===== config.mk =====
export PLATFORM = sky130hd
export DESIGN_NAME = vga_fb_scheduler
export DESIGN_NICKNAME = d
export VERILOG_FILES = /design/src/rtl/vga_fb_scheduler.sv
export SDC_FILE = /design/constraint.sdc
export NUM_CORES = 1
export LEC_CHECK = 0
export BUFFER_PORTS_ARGS = -buffer_cell sky130_fd_sc_hd__buf_2
export CAP_MARGIN = 40
export CORE_AREA = 2 2 90 92
export DETAILED_ROUTE_END_ITERATION = 10
export DIE_AREA = 0 0 92 94
export GPL_TIMING_DRIVEN = 1
export HOLD_SLACK_MARGIN = 0.15
export PLACE_DENSITY = 0.95
export SLEW_MARGIN = 25
export SYNTH_ARGS = -nofsm -noshare
export SYNTH_HDL_FRONTEND = slang
export SYNTH_SLANG_ARGS = --single-unit

===== constraint.sdc =====
create_clock -name CLOCK_50 -period 6.7 [get_ports CLOCK_50]
set_input_delay 1.34 -clock CLOCK_50 [delete_from_list [all_inputs] [get_ports CLOCK_50]]
set_output_delay 1.34 -clock CLOCK_50 [all_outputs]
set_load 0.05 [all_outputs]

===== src/rtl/vga_fb_scheduler.sv =====
`default_nettype none
// ============================================================================
// Module   : vga_fb_scheduler
// Purpose  : Shares one single-port synchronous framebuffer RAM between the
//            VGA scan-out and a single pixel writer. Display reads own the
//            pix_tick slot of each pixel period. The writer gets every other
//            slot and all of blanking. The framebuffer is upscaled by
//            2^SCALE_LOG2 on scan-out.
// Ports    : CLOCK_50/reset_n       - clock, async active-low reset
//            pix_tick,next_x,next_y - scan position from the VGA timing block
//            red/green/blue         - registered pixel back to the timing block
//            wr_valid/wr_ready      - writer handshake (wr_ready combinational)
//            wr_x/wr_y/wr_data      - framebuffer coordinate and pixel value
//            vblank_only            - restrict writer to vertical blanking
//            mem_addr/we/wdata/rdata- RAM port (rdata one cycle after addr)
//            frame_start            - one-cycle pulse after the (0,0) tick
//            drop_count             - saturating count of out-of-range writes
// Revision : 1.0 - initial release
// ============================================================================
module vga_fb_scheduler #(
  parameter int H_ACTIVE   = 640,
  parameter int V_ACTIVE   = 480,
  parameter int SCALE_LOG2 = 2,
  parameter int ADDR_W     = 15,
  parameter int DATA_W     = 24
) (
  input  logic              CLOCK_50,
  input  logic              reset_n,
  input  logic              pix_tick,
  input  logic [9:0]        next_x,
  input  logic [9:0]        next_y,
  output logic [7:0]        red,
  output logic [7:0]        green,
  output logic [7:0]        blue,
  input  logic              wr_valid,
  output logic              wr_ready,
  input  logic [9:0]        wr_x,
  input  logic [9:0]        wr_y,
  input  logic [DATA_W-1:0] wr_data,
  input  logic              vblank_only,
  output logic [ADDR_W-1:0] mem_addr,
  output logic              mem_we,
  output logic [DATA_W-1:0] mem_wdata,
  input  logic [DATA_W-1:0] mem_rdata,
  output logic              frame_start,
  output logic [15:0]       drop_count
);

  localparam int               c_fb_w     = H_ACTIVE >> SCALE_LOG2;
  localparam int               c_fb_h     = V_ACTIVE >> SCALE_LOG2;
  localparam logic [9:0]       c_h_active = 10'(H_ACTIVE);
  localparam logic [9:0]       c_v_active = 10'(V_ACTIVE);
  localparam logic [9:0]       c_fb_w10   = 10'(c_fb_w);
  localparam logic [9:0]       c_fb_h10   = 10'(c_fb_h);
  localparam logic [ADDR_W-1:0] c_fb_w_a  = ADDR_W'(c_fb_w);

  // Slot decision for the current cycle; the registered copy doubles as the
  // read-pending flag (DISP last cycle means read data arrives this cycle).
  typedef enum logic [0:0] {
    SLOT_FREE = 1'b0,
    SLOT_DISP = 1'b1
  } slot_t;

  slot_t               r_slot;
  slot_t               w_slot;
  logic                w_active;
  logic                w_vblank;
  logic [ADDR_W-1:0]   w_disp_addr;
  logic [ADDR_W-1:0]   w_wr_addr;
  logic                w_wr_in_range;
  logic                w_drop;
  logic [ADDR_W-1:0]   r_addr;
  logic                r_blank;
  logic [DATA_W-1:0]   r_rgb;
  logic                r_frame_start;
  logic [15:0]         r_drop_count;

  // Coordinates are unsigned, so an underflowed (wrapped) next_x lands far
  // above H_ACTIVE and counts as blanking without special handling.
  assign w_active      = (next_x < c_h_active) && (next_y < c_v_active);
  assign w_vblank      = (next_y >= c_v_active);
  assign w_disp_addr   = ADDR_W'(next_y >> SCALE_LOG2) * c_fb_w_a
                       + ADDR_W'(next_x >> SCALE_LOG2);
  assign w_wr_addr     = ADDR_W'(wr_y) * c_fb_w_a + ADDR_W'(wr_x);
  assign w_wr_in_range = (wr_x < c_fb_w10) && (wr_y < c_fb_h10);

  always_ff @(posedge CLOCK_50 or negedge reset_n) begin
    if (!reset_n) begin
      r_slot <= SLOT_FREE;
    end else begin
      r_slot <= w_slot;
    end
  end

  // RAM port outputs are combinational so the RAM samples the decision made
  // in this very cycle. While reset is held nothing may reach the RAM.
  always_comb begin
    w_slot    = SLOT_FREE;
    wr_ready  = 1'b0;
    mem_we    = 1'b0;
    mem_addr  = r_addr;
    mem_wdata = '0;
    w_drop    = 1'b0;
    if (reset_n) begin
      if (pix_tick && w_active) begin
        w_slot   = SLOT_DISP;
        mem_addr = w_disp_addr;
      end else begin
        wr_ready = ~vblank_only | w_vblank;
        if (wr_valid && wr_ready) begin
          if (w_wr_in_range) begin
            mem_we    = 1'b1;
            mem_addr  = w_wr_addr;
            mem_wdata = wr_data;
          end else begin
            w_drop = 1'b1;
          end
        end
      end
    end
  end

  always_ff @(posedge CLOCK_50 or negedge reset_n) begin
    if (!reset_n) begin
      r_addr        <= '0;
      r_blank       <= 1'b0;
      r_rgb         <= '0;
      r_frame_start <= 1'b0;
      r_drop_count  <= '0;
    end else begin
      // Remember the last driven address so idle cycles leave it unchanged.
      r_addr        <= mem_addr;
      r_blank       <= pix_tick & ~w_active;
      r_frame_start <= pix_tick & (next_x == 10'd0) & (next_y == 10'd0);
      if (r_slot == SLOT_DISP) begin
        r_rgb <= mem_rdata;
      end else if (r_blank) begin
        r_rgb <= '0;
      end
      if (w_drop && (r_drop_count != 16'hFFFF)) begin
        r_drop_count <= r_drop_count + 16'd1;
      end
    end
  end

  assign red         = r_rgb[23:16];
  assign green       = r_rgb[15:8];
  assign blue        = r_rgb[7:0];
  assign frame_start = r_frame_start;
  assign drop_count  = r_drop_count;

endmodule
`default_nettype wire

Word level (Yosys, flattened, before mapping)
Cells that the tools add are included.
{ "op_classes": {"addsub": 3, "n_mul": 2, "order_cmp": 5, "n_eq_ne": 1, "n_mux": 22, "bitwise": 6, "n_reduce_logical": 8} }
{ "ops": {"columns": ["cell", "n"], "rows": [
  ["2-to-1 mux 24 bit", 6],
  ["2-to-1 mux 15 bit", 4],
  ["zero test 10 bit", 2],
  ["adder 16 x 1 -> 16 bit, second input constant", 1],
  ["inequality test 16 bit, second input constant", 1],
  ["adder 15 x 10 -> 15 bit", 1],
  ["adder 15 x 8 -> 15 bit", 1],
  ["2-to-1 mux 1 bit", 12],
  [">= comparator 10 x 9 -> 1 bit, second input constant", 1],
  ["less-than comparator 10 bit, second input constant", 1],
  ["less-than comparator 10 x 7 -> 1 bit, second input constant", 1],
  ["less-than comparator 10 x 8 -> 1 bit, second input constant", 1],
  ["less-than comparator 10 x 9 -> 1 bit, second input constant", 1],
  ["multiplier 10 x 3 -> 10 bit, second input constant", 1],
  ["multiplier 8 x 3 -> 10 bit, second input constant", 1],
  ["logical AND 1 bit", 5],
  ["bitwise AND 1 bit", 3],
  ["inverter 1 bit", 2],
  ["nonzero test 2 bit", 1],
  ["bitwise OR 1 bit", 1]
]} }
{ "totals": {"ff_bits": 58, "out_inout_bits": 82, "elab_cells": 53} }

Depth between registers and ports, before layout
{ "depth": {"word_depth": 7, "ltp_mapped": 10, "mapped_depth_nobuf": 10} }

Least setup slack after synthesis
OpenSTA, ideal clock, no wires.
{ "synth_path": {"path_kind": "in2out", "from": "input wr_y[1]", "to": "output mem_addr[13]", "t_arrival_ns": 4.346, "required_time_ns": 5.360, "slack_ns": 1.014, "path_stages": 10, "n_path_buf": 0, "path_cell_list": "ha_1 ha_1 fa_1 ha_1 o21a_1 o31a_1 o21bai_1 nor3_1 xnor2_1 o21ai_0"} }
{ "synth_between": {"elab_chain_len": 6, "word_cells_on_any_way": 8, "cone_classes": "add/sub (1); mul (1); order compare (1); mux (4); reduce/logical (1)"} }
{ "synth_rtl": {"columns": ["element", "line", "rtl"], "rows": [
  ["start: declaration", "38", "input logic [9:0] wr_y,"],
  ["multiplier 10 x 3 -> 10 bit / less-than comparator 10 x 7 -> 1 bit (equally long branches)", "84, 85", null],
  ["adder 15 x 10 -> 15 bit / logical AND 1 bit (equally long branches)", "84, 85", null],
  ["2-to-1 mux 15 bit *", "111", "if (w_wr_in_range) begin"],
  ["2-to-1 mux 15 bit *", "110", "if (wr_valid && wr_ready) begin"],
  ["2-to-1 mux 15 bit *", "105", "if (pix_tick && w_active) begin"],
  ["2-to-1 mux 15 bit *", "104", "if (reset_n) begin"],
  ["end: declaration", "41", "output logic [ADDR_W-1:0] mem_addr,"]
]} }
Every way passes the cells marked *; elsewhere a longest branch is shown, timed or not.

Worst setup path after layout
{ "layout_path": {"from": "input wr_y[1]", "to": "output mem_addr[14]"} }
Same word-level chain as after synthesis.

==> run_summary.xml <==
<?xml version="1.0" encoding="UTF-8"?>
<metrics>
  <group name="pwr">
    <metric name="power.switching_fraction" unit="">0.425</metric>
    <metric name="power_frac_seq" unit="">0.349</metric>
    <metric name="pwr-share-comb" unit="">0.420</metric>
    <metric name="power_per_cell_area" unit="nW/um2">244</metric>
    <metric name="vdd_drop_max" unit="mV">0.140</metric>
    <metric name="power_frac_clock" unit="">0.230</metric>
    <metric name="net-switching-power" unit="mW">0.522</metric>
    <metric name="internal_power" unit="mW">0.707</metric>
    <metric name="leakage_power_total" unit="nW">2.71</metric>
    <metric name="totalPowerFinal" unit="mW">1.23</metric>
  </group>
  <group name="global_routing">
    <metric name="track_usage" unit="">0.252</metric>
    <metric name="met1_usage" unit="">0.312</metric>
    <metric name="groute.layer.met2.usage" unit="">0.434</metric>
    <metric name="grt_first_pass_wirelength" unit="um">17500</metric>
    <metric name="grt_start_max_net_pins" unit="">60</metric>
    <metric name="gr-usage-met3" unit="">0.0578</metric>
    <metric name="grt_busiest_layer" unit="">met2</metric>
    <metric name="grt_antenna_before_repair" unit="">1</metric>
    <metric name="grt_overflow" unit="">0</metric>
    <metric name="vias_in_the_first_global_route" unit="">3662</metric>
  </group>
  <group name="finish">
    <metric name="final_core_utilization" unit="">0.662</metric>
    <metric name="area.growth.synth_to_final" unit="%">29.2</metric>
    <metric name="fillCellCount" unit="">602</metric>
    <metric name="layout.cells.non_filler" unit="">668</metric>
    <metric name="antenna_cells" unit="">0</metric>
    <metric name="final_net_count" unit="">692</metric>
    <metric name="final_area" unit="um2">5030</metric>
    <metric name="drive_above_1_share" unit="">0.371</metric>
  </group>
  <group name="timing">
    <metric name="hold_ws" unit="ns">0.489</metric>
    <metric name="worst_slew_pin_slew" unit="ns">0.786</metric>
    <metric name="timing.slew.headroom" unit="">0.476</metric>
    <metric name="final_setup_vio_count" unit="">0</metric>
    <metric name="min_period_over_period" unit="">0.813</metric>
    <metric name="finClkSkew" unit="ns">0.00904</metric>
    <metric name="setup_slack" unit="ns">1.25</metric>
    <metric name="timing.setup.tns" unit="ns">0</metric>
    <metric name="final-hold-violation-count" unit="">0</metric>
    <metric name="fmax" unit="GHz">0.184</metric>
    <metric name="fin_crit" unit="ns">5.45</metric>
    <metric name="rsz_0062_raised_after_global_routing" unit="">no</metric>
    <metric name="timing.final.max_slew_violations" unit="">0</metric>
  </group>
  <group name="worst_setup_path">
    <metric name="critical_path.startpoint" unit="">wr_y[1]</metric>
    <metric name="slowest_cp_cell" unit="">a211oi_1</metric>
    <metric name="critPathArrivalTime" unit="ns">4.11</metric>
    <metric name="endpoint_kind" unit="">primary output</metric>
    <metric name="cells_along_the_critical_path" unit="">buf_2 &gt; ha_1 &gt; ha_1 &gt; fa_1 &gt; a211oi_1 &gt; nor2_1 &gt; nor4b_1 &gt; and4bb_2 &gt; xnor2_1 &gt; o221a_2 &gt; buf_2</metric>
    <metric name="max_stage_delay" unit="ns">0.45</metric>
    <metric name="crit_path_max_fanout" unit="">4</metric>
    <metric name="regToRegSetupSlack" unit="ns">4.69</metric>
    <metric name="crit_type" unit="">primary input to primary output</metric>
    <metric name="critical_path.startpoint_type" unit="">primary input</metric>
    <metric name="r2r-start" unit="">drop_count[3]</metric>
    <metric name="worst-path-buf-inv" unit="">2</metric>
    <metric name="worst-endpoint-required" unit="ns">5.36</metric>
    <metric name="cp_top_family" unit="">adder cells</metric>
  </group>
  <group name="floorplanning">
    <metric name="die_area" unit="um2">8650</metric>
    <metric name="floorplan.initialDensity" unit="">0.512</metric>
    <metric name="core.rowCount" unit="">32</metric>
    <metric name="die-width" unit="um">92</metric>
    <metric name="ios" unit="">175</metric>
    <metric name="die_y" unit="um">94</metric>
    <metric name="placeableCoreArea" unit="um2">7610</metric>
  </group>
  <group name="drt">
    <metric name="dr_total_vias" unit="">3693</metric>
    <metric name="totalWireLength" unit="um">10800</metric>
    <metric name="via_per_inst" unit="">5.53</metric>
    <metric name="ant_nets" unit="">0</metric>
    <metric name="detail_route.drc_violations" unit="">0</metric>
    <metric name="routed_wire_length_per_instance" unit="um">16.1</metric>
    <metric name="detailedRoute.firstIterationViolations" unit="">119</metric>
    <metric name="detailedRoute.firstPassIterationCount" unit="">7</metric>
  </group>
  <group name="clock_network">
    <metric name="clk_path_buf_depth" unit="">2</metric>
    <metric name="clock_sinks" unit="">58</metric>
    <metric name="clk_root_buffer_cell" unit="">clkbuf_8</metric>
    <metric name="cts_inserted_buffers" unit="">9</metric>
    <metric name="ctsResizeCount" unit="">0</metric>
    <metric name="clk_transition_reported_paths" unit="ns">0.06</metric>
    <metric name="h-tree-depth" unit="">3</metric>
    <metric name="post_cts_hold_buffer_count" unit="">0</metric>
    <metric name="cts_tree" unit="">done</metric>
    <metric name="clock_latency_on_the_worst_skew_pair" unit="ns">0.33</metric>
    <metric name="cts.repair_timing.setup_buffer_count" unit="">0</metric>
  </group>
  <group name="status">
    <metric name="outcome" unit="">finished clean</metric>
  </group>
  <group name="logic_synthesis">
    <metric name="synthArstFlopShare" unit="">1.00</metric>
    <metric name="postSynthCellCount" unit="">387</metric>
    <metric name="synth_sequential_area_ratio" unit="">0.373</metric>
    <metric name="synth_area_per_cell" unit="um2">10.1</metric>
    <metric name="synth_nets" unit="">518</metric>
    <metric name="yosys_register_bits" unit="">58</metric>
    <metric name="yosys.cell_types.count" unit="">60</metric>
    <metric name="syn-cell-area" unit="um2">3890</metric>
    <metric name="synth_edf_count" unit="">0</metric>
    <metric name="synth_ff_type" unit="">dfrtp_1</metric>
    <metric name="synth.yosys.warnings" unit="">0</metric>
  </group>
  <group name="flow_run">
    <metric name="cap_viol_max_count" unit="">0</metric>
  </group>
  <group name="placed_design">
    <metric name="place_inst" unit="">652</metric>
    <metric name="placed_area" unit="um2">4850</metric>
    <metric name="preCtsSetupSlack" unit="ns">1.31</metric>
    <metric name="hpwl" unit="um">8660</metric>
    <metric name="gpl.final_weighted_congestion" unit="">0.891</metric>
    <metric name="portBuffers" unit="">174</metric>
  </group>
  <group name="min_path">
    <metric name="min-delay-path-class" unit="">flip-flop to flip-flop</metric>
    <metric name="hp-start" unit="">r_rgb[23]</metric>
  </group>
</metrics>
synthesized netlist by cell type, drive strengths merged (2+ instances only):
master	n	area, um2
a211oi	6	55.1
a21oi	18	90.1
a22o	25	219
and2	3	18.8
and3	30	188
and4	2	20.0
buf	3	21.3
clkbuf	11	41.3
dfrtp	58	1450
fa	4	80.1
ha	34	425
inv	16	60.1
nand2	9	33.8
nand2b	3	18.8
nand3	8	45.0
nand4	7	43.8
nor2	29	109
nor2b	5	31.3
nor3	8	40.0
nor3b	3	32.5
nor4	5	37.5
nor4b	4	35.0
o211ai	2	15.0
o21a	4	30.0
o21ai	13	65.1
o21bai	5	37.5
o22ai	13	87.6
o31a	2	17.5
or2	2	12.5
xnor2	19	166
xor2	15	131
worst reg2reg max path: stages (launching register included):
cell	delay (ns)
dfrtp_1	0.47
nand4_1	0.29
nor2_1	0.34
nand3_1	0.16
and2_1	0.27
nor3b_2	0.20
xor2_1	0.15
routing by layer:
metal	vias up	wire length, um
li1	1802	-
met5	-	0
met1	1733	4490
met3	19	772
met4	0	221
met2	139	5290
kinds of logic after synthesis:
| logic type | Yosys count | share of synthesized area |
|---|---|---|
| and+or+nand+nor | 123 | 0.182 |
| buffers and inverters | 30 | 0.0315 |
| adders and majority gates | 38 | 0.130 |
| AOI/OAI and AO/OA | 102 | 0.201 |
| xor gates and xnor gates | 34 | 0.0765 |
| DFF | 58 | 0.373 |
| muxes | 2 | 0.00642 |
final timing paths:
check                           depth (start not counted)       endpoint
worst max-delay path                                   11   mem_addr[14]
min in group asynchronous                               1    frame_start
worst min-delay path                                    1      r_rgb[23]
max in group asynchronous                               2      r_addr[3]
worst min register to register                          1      r_rgb[23]
worst max register to register                          6  drop_count[6]
layout make-up:
type / instances / area [um2] / share of cell area
well taps: 102 / 128 / 0.0254
multi-input cells: 299 / 2320 / 0.461
clock buffers: 10 / 138 / 0.0273
flip-flops and latches: 58 / 1450 / 0.288
clock inverters: 6 / 41.3 / 0.00820
repair buffers: 177 / 893 / 0.178
inverters: 16 / 60.1 / 0.0119
state kept, by name, summed over array words and instances (netlist names):
signal	cells
r_rgb	24
drop_count	16
r_addr	15
frame_start	1
r_blank	1
r_slot	1
cells in the final DEF, fill, tap and decap left out, drive strengths merged, types with 9 or more instances in the layout:
cell and n:
xnor2 19, buf 177, o22ai 13, o21ai 13
and3 30, a22o 25, xor2 15, nand2 9
nor2 29, ha 34, dfrtp 58, clkbuf 10
inv 17, a21oi 18
power groups by stage:
| stage | sequential, mW | clock (mW) | combinational (mW) |
|---|---|---|---|
| after floorplan | 0.506 | 0 | 0.300 |
| after global placement | 0.431 | 0 | 0.500 |
| final | 0.429 | 0.283 | 0.517 |
| after detailed placement | 0.434 | 0 | 0.514 |
| after CTS | 0.429 | 0.293 | 0.518 |
| after global routing | 0.434 | 0.309 | 0.558 |
(Power assumes the default switching activity.)
